## src/rtl/reg_file_sb.sv

```systemverilog
// reg_file_sb: 2-read/2-write register file with an issue scoreboard and registered busy count.
// Optional feature: define REGFILE_BYPASS_EN for same-cycle write-to-read bypass (port B over A).
module reg_file_sb #(
   parameter int DATA_W = 32,
   parameter int ADDR_W = 5
) (
   input  logic              Clk,
   input  logic              Rst_n,
   input  logic [ADDR_W-1:0] Read_reg1,
   input  logic [ADDR_W-1:0] Read_reg2,
   output logic [DATA_W-1:0] Read_data1,
   output logic [DATA_W-1:0] Read_data2,
   output logic              Read_busy1,
   output logic              Read_busy2,
   input  logic              Write_en_a,
   input  logic              Write_en_b,
   input  logic [ADDR_W-1:0] Write_reg_a,
   input  logic [ADDR_W-1:0] Write_reg_b,
   input  logic [DATA_W-1:0] Write_data_a,
   input  logic [DATA_W-1:0] Write_data_b,
   input  logic              Issue_en,
   input  logic [ADDR_W-1:0] Issue_reg,
   output logic [ADDR_W:0]   Busy_count
);
   localparam int NREG = 2 ** ADDR_W;
   logic [DATA_W-1:0] r_regs [NREG];
   logic [NREG-1:0]   r_busy;
   logic [ADDR_W:0]   r_cnt;
   logic [NREG-1:0]   w_busy_nxt;
   logic [ADDR_W:0]   w_pop;
   logic              w_wa;
   logic              w_wb;
   logic              w_iss;
   logic [ADDR_W-1:0] w_ra [2];
   logic [DATA_W-1:0] w_rd [2];
   logic              w_rb [2];
   // register 0 is hardwired: writes and issues to it are dropped here
   assign w_wa  = Write_en_a && (Write_reg_a != '0);
   assign w_wb  = Write_en_b && (Write_reg_b != '0);
   assign w_iss = Issue_en && (Issue_reg != '0);
   // next busy vector: writes clear, issue applied last so it wins on the same register
   always_comb begin
      w_busy_nxt = r_busy;
      if (w_wa) w_busy_nxt[Write_reg_a] = 1'b0;
      if (w_wb) w_busy_nxt[Write_reg_b] = 1'b0;
      if (w_iss) w_busy_nxt[Issue_reg] = 1'b1;
   end
   // population count of the current busy vector, captured into r_cnt at the next edge
   always_comb begin
      w_pop = '0;
      for (int i = 0; i < NREG; i++) w_pop = w_pop + (ADDR_W+1)'(r_busy[i]);
   end
   // storage, scoreboard and count; port B is assigned after A so it wins a collision
   always_ff @(posedge Clk or negedge Rst_n) begin
      if (!Rst_n) begin
         for (int i = 0; i < NREG; i++) r_regs[i] <= '0;
         r_busy <= '0;
         r_cnt  <= '0;
      end else begin
         if (w_wa) r_regs[Write_reg_a] <= Write_data_a;
         if (w_wb) r_regs[Write_reg_b] <= Write_data_b;
         r_busy <= w_busy_nxt;
         r_cnt  <= w_pop;
      end
   end
   assign w_ra[0]    = Read_reg1;
   assign w_ra[1]    = Read_reg2;
   assign Read_data1 = w_rd[0];
   assign Read_data2 = w_rd[1];
   assign Read_busy1 = w_rb[0];
   assign Read_busy2 = w_rb[1];
   assign Busy_count = r_cnt;
   // combinational read ports; r_regs[0] and r_busy[0] are never written so index 0 reads 0
   for (genvar p = 0; p < 2; p++) begin : g_rd
`ifdef REGFILE_BYPASS_EN
      logic w_hb;
      logic w_ha;
      assign w_hb    = w_wb && (Write_reg_b == w_ra[p]);
      assign w_ha    = w_wa && (Write_reg_a == w_ra[p]);
      assign w_rd[p] = w_hb ? Write_data_b : w_ha ? Write_data_a : r_regs[w_ra[p]];
      assign w_rb[p] = (w_hb || w_ha) ? (w_iss && (Issue_reg == w_ra[p])) : r_busy[w_ra[p]];
`else
      assign w_rd[p] = r_regs[w_ra[p]];
      assign w_rb[p] = r_busy[w_ra[p]];
`endif
   end
endmodule

```

## config.mk

```make
export PLATFORM = sky130hd
export DESIGN_NAME = reg_file_sb
export DESIGN_NICKNAME = d
export VERILOG_FILES = /design/src/rtl/reg_file_sb.sv
export SDC_FILE = /design/constraint.sdc
export NUM_CORES = 2
export LEC_CHECK = 0
export CAP_MARGIN = 20
export CORE_MARGIN = 2
export CORE_UTILIZATION = 40
export CTS_CLUSTER_DIAMETER = 100
export DETAILED_ROUTE_END_ITERATION = 8
export GPL_TIMING_DRIVEN = 0
export PLACE_DENSITY_LB_ADDON = 0.12
export SLEW_MARGIN = 40
export SYNTH_ARGS = -nofsm -noshare
export SYNTH_HDL_FRONTEND = slang
export SYNTH_SLANG_ARGS = --single-unit
```

## constraint.sdc

```tcl
create_clock -name Clk -period 10.5 [get_ports Clk]
set_clock_uncertainty 0.05 [all_clocks]
set_input_delay 2.625 -clock Clk [delete_from_list [all_inputs] [get_ports Clk]]
set_output_delay 2.625 -clock Clk [all_outputs]
set_load 0.005 [all_outputs]
```

Word-level counts from Yosys, hierarchy flattened. Cells that the tools add are included.

Register bits: 1062. Input bits: 94. Word-level logic and storage cells: 126. Output and inout bits: 72.

Muxes and demuxes: 27. Magnitude comparators: 14. Reductions and logical operators: 11. Add/sub/neg operators: 31. Bitwise logic cells: 9.

Operators with widths (count): bitwise mux 1024 bit (2); 2-to-1 mux 1024 bit (2); binary-select mux 32 bit (select 5 bit) (2); demux 32 bit (select 5 bit) (2); 2-to-1 mux 32 bit (9); adder 6 x 1 -> 6 bit (26); AND 32 bit (2); NOT 32 bit (2); OR 32 bit (1); less-than comparator 5 x 6 -> 1 bit (second input constant) (5); >= comparator 6 bit (second input constant) (4); NOT 5 -> 6 bit (4); demux 1 bit (select 5 bit) (3); >= comparator 5 x 1 -> 1 bit (second input constant) (3); nonzero test 5 bit (3); less-than comparator 6 x 1 -> 1 bit (second input constant) (2); binary-select mux 1 bit (select 5 bit) (2); logical AND 1 bit (8); adder 5 x 1 -> 6 bit (1); adder 4 x 1 -> 5 bit (1); 2-to-1 mux 1 bit (5); adder 3 x 1 -> 4 bit (1); adder 2 x 1 -> 3 bit (1); adder 1 x 1 -> 2 bit (1).

Depth between registers and ports, before layout.
Depth in word-level cells: 31. Depth in mapped cells: 15. Gate-level depth less buffers: 15.

Worst setup path before layout. Ideal clock, no wire load.

Kind: in2out. From: input port Read_reg1[1]. To: output port Read_data1[2]. Path slack: 3.938 ns. Buffers on the path: 4. Required time: 7.825 ns. Cell stages on the path: 8. Arrival: 3.887 ns. Cells stage by stage: buf_2 buf_2 buf_2 buf_2 mux2i_1 a21oi_1 nand3_1 nand3_1.

Word-level cells in the longest chain between the ends: 4.

Ends and longest elaborated chain: from (decl) (line 9) `input logic [ADDR_W-1:0] Read_reg1,`; NOT 5 -> 6 bit (not written as such) (line 83) `assign w_rd[p] = r_regs[w_ra[p]];`; binary-select mux 32 bit (select 5 bit) (line 83); 2-to-1 mux 32 bit (not written as such) (2 in a row) (line 83); to (decl) (line 11) `output logic [DATA_W-1:0] Read_data1,`.

Every way passes these cells. The select of a mux whose other input is x is not followed.

Worst setup path in the final report.
From: input port Read_reg2[2]. To: output port Read_data2[13].

Word-level cells in the longest chain between the ends: 4.

Ends and longest elaborated chain: from (decl) (line 10) `input logic [ADDR_W-1:0] Read_reg2,`; NOT 5 -> 6 bit (not written as such) (line 83); binary-select mux 32 bit (select 5 bit) (line 83); 2-to-1 mux 32 bit (not written as such) (2 in a row) (line 83); to (decl) (line 12) `output logic [DATA_W-1:0] Read_data2,`.

Every way passes these cells. The select of a mux whose other input is x is not followed.

==> impl_metrics.tcl <==
set metrics [dict create \
    hp-start "r_busy[0]" \
    via_per_inst 6.47 \
    globalRouteTotalUtil_pct 42.6 \
    drive_gt1_share_pct 8.81 \
    dr.pass1.iters 7 \
    grt_pass1_vias 60802 \
    ys_seq_elements 1062 \
    report.final.slew_viol_count 0 \
    synth.top_cell.area_share_pct 39.5 \
    rr_endpoint "Busy_count[4]" \
    hold_path_depth 1 \
    syn_nets 7385 \
    rsz0062_at_grt "no" \
    num_io_pins 166 \
    h-tree-depth 4 \
    max_freq_mhz 103 \
    cts_root_buf "clkbuf_16" \
    seq_area_frac_synth_pct 39.5 \
    grt_max_degree 105 \
    wl_per_cell_um 37.6 \
    cts_tree "done" \
    synthDistinctLibCells 38 \
    clkLatencyLatePin_ps 820 \
    hold_viol 0 \
    crit_fanout 10 \
    drt_iter0_markers 9593 \
    hpwl_mm 277 \
    post-place-ws_ps 1180 \
    synth_area_per_cell_um2 9.26 \
    synth_edf_count 0 \
    crit_type "in2out" \
    whs_ps 427 \
    syn_area_mm2 0.0672 \
    crit_path_start_kind "input port" \
    fp.dieH_um 414 \
    routed_wl_mm 373 \
    cp.arrival_ps 7000 \
    die_w_um 414 \
    ff2ff_setup_slack_ps 5500 \
    outcome "finished clean" \
    synthArstFlopShare_pct 100 \
    endpoint_kind "output pin" \
    io_buffers 163 \
    cp.required_ps 7830 \
    cts_resized 0 \
    worstHoldEndpoint "r_busy[0]" \
    nNetsFinal 7703 \
    rows 150 \
    rr_startpoint "r_busy[1]" \
    fin_tns_setup_ps 0 \
    clock-sinks 1062 \
    drc 0 \
    die-area_mm2 0.171 \
    synthCells 7260 \
    core_mm2 0.167 \
    finalWorstSetupSlack_ps 823 \
    fin_crit_ps 9680 \
    ys_warn_count 0 \
    cts_buffers 137 \
    cts_hold_buffers 0 \
    post-cts-setup-buffer-count 0 \
    pwr_density_cell_mw_per_mm2 205 \
    clk_pin_slew_worst_paths_ps 60 \
    p_leak_nw 36.5 \
    cap_violations 0 \
    min_period_over_period_pct 92.2 \
    setup_viol 0 \
    drtAntennaViolNets 0 \
    yosys-top-cells-area "dfrtp_1 40%, mux2i_1 30%, a21oi_1 5.3%" \
    r2r_cells 15 \
    syn_to_final_growth_pct 14.6 \
    slew_headroom_pct 28.8 \
    gp_congestion 1.04 \
    irDropWorstVdd_uv 373 \
    yosysTopAreaCell "dfrtp_1" \
    grt_pass1_wl_mm 501 \
    num_vias 64119 \
    initial_core_util_pct 40.2 \
    synth_ff_type "dfrtp_1" \
    cts_max_path_buffers 3 \
    tightest_slew_ps 1070 \
    grt_antenna_before_repair 22 \
    hold_class "reg2reg" \
    grt_overflow 0 \
]
==> per-layer routing <==
layer | vias to the layer above | GRT usage [%] | part of all wire [%]
met4 | 14 | 35.6 | 10
met1 | 32138 | 53.4 | 38
met2 | 4446 | 59.8 | 41
li1 | 26405 | - | -
met5 | - | 0.362 | 0.034
met3 | 1116 | 12.8 | 11
==> Yosys cell counts, types with 4 or more instances <==
cell type  count
nand2b_1      17
o211ai_1       8
buf_4         29
clkbuf_1     552
a22o_1       128
a32o_1        18
buf_6          7
nor2_2        11
nand2_1      754
nor3_2         4
o21ai_0      478
a22oi_1      200
a21oi_1      714
and2_1         4
mux2i_1     2040
dfrtp_1     1062
buf_1         40
nor3_1        69
or2_1          4
inv_1         54
a31oi_1       66
fa_1          24
buf_2        183
o21ai_1       15
nor2_1       541
ha_1           7
nor2b_1       12
nand3_1      199
==> power breakdown <==
part	internal (mW)	switching, mW
Combinational	2.03	2.59
Sequential	5.18	0.960
Clock	2.99	2.07
==> cell type report <==
| class | instances | area [um^2] |
|---|---|---|
| diodes | 18 | 45.0 |
| plain buffers | 811 | 3670 |
| clock buffers | 208 | 4170 |
| clock inverters | 41 | 502 |
| fillers | 16256 | 90000 |
| inverters | 54 | 203 |
| multi-input cells | 5333 | 37100 |
| flip-flops and latches | 1062 | 26600 |
| well taps | 2204 | 2760 |
| repair buffers | 179 | 2020 |
==> per-stage QoR <==
| stage | total power [mW] | utilization, % | instances | instance area, um^2 |
|---|---|---|---|---|
| floorplan | 8.97 | - | 7260 | 67200 |
| global placement | 10.5 | 42.9 | 9627 | 71600 |
| detailed placement | 10.7 | 43.3 | 9642 | 72300 |
| CTS | 15.7 | 46.1 | 9891 | 77000 |
| global route | 16.5 | 46.1 | 9892 | 77000 |
| finish | 15.8 | 46.1 | 9910 | 77100 |
==> logic make-up (layout without fill, tap and decap cells) <==
family / count (synthesis) / in the layout / share of synthesized area, %
and+or+nand+nor: 1629 / 1629 / 9.90
muxes: 2040 / 2040 / 30.4
DFF: 1062 / 1062 / 39.5
xor gates and xnor gates: 3 / 3 / 0.0391
AOI/OAI and AO/OA: 1630 / 1630 / 13.9
adders and majority gates: 31 / 31 / 0.845
buffers and inverters: 865 / 1293 / 5.41
other: 0 / 18 / 0
==> how the worst max path moves through the flow <==
stage / cells after the start / end / from
floorplan: 8 / Read_data1[2] / Read_reg1[1]
global placement: 1 / r_regs[1010] / Rst_n
detailed placement: 9 / Read_data2[12] / Read_reg2[2]
CTS: 9 / Read_data2[12] / Read_reg2[2]
global route: 9 / Read_data2[13] / Read_reg2[0]
finish: 9 / Read_data2[13] / Read_reg2[2]
==> worst max-delay path, stage by stage <==
cell and delay (ps):
clkdlybuf4s50_1 650, and2_1 180, clkbuf_1 730, clkbuf_1 800, clkbuf_2 650, a21oi_1 140, a31oi_1 460, nand3_1 240
clkdlybuf4s50_1 510
==> sequential cells by signal, indices dropped and copies added (netlist names) <==
signal,count
Busy_count,6
r_busy,32
r_regs,1024
==> cell usage in the layout (no fill, tap or decap), types with 10 or more instances in the layout <==
cell | Yosys | final
nand2b_1 | 17 | 17
buf_16 | 0 | 13
a22oi_1 | 200 | 200
buf_2 | 183 | 193
mux2i_1 | 2040 | 2040
nor3_2 | 4 | 12
buf_4 | 29 | 31
clkbuf_1 | 552 | 404
nand2_1 | 754 | 754
nor2_2 | 11 | 14
nor2b_1 | 12 | 12
a31oi_1 | 66 | 66
clkbuf_2 | 0 | 179
clkdlybuf4s50_1 | 0 | 162
clkinv_2 | 0 | 20
a21oi_1 | 714 | 714
clkbuf_16 | 0 | 144
o21ai_1 | 15 | 15
clkbuf_8 | 0 | 33
a22o_1 | 128 | 128
fa_1 | 24 | 24
a32o_1 | 18 | 18
buf_1 | 40 | 30
nor3_1 | 69 | 59
nand3_1 | 199 | 199
dfrtp_1 | 1062 | 1062
o21ai_0 | 478 | 478
diode_2 | 0 | 18
nor2_1 | 541 | 537
inv_1 | 54 | 54
bufinv_16 | 0 | 10
(Power assumes the default switching activity.)
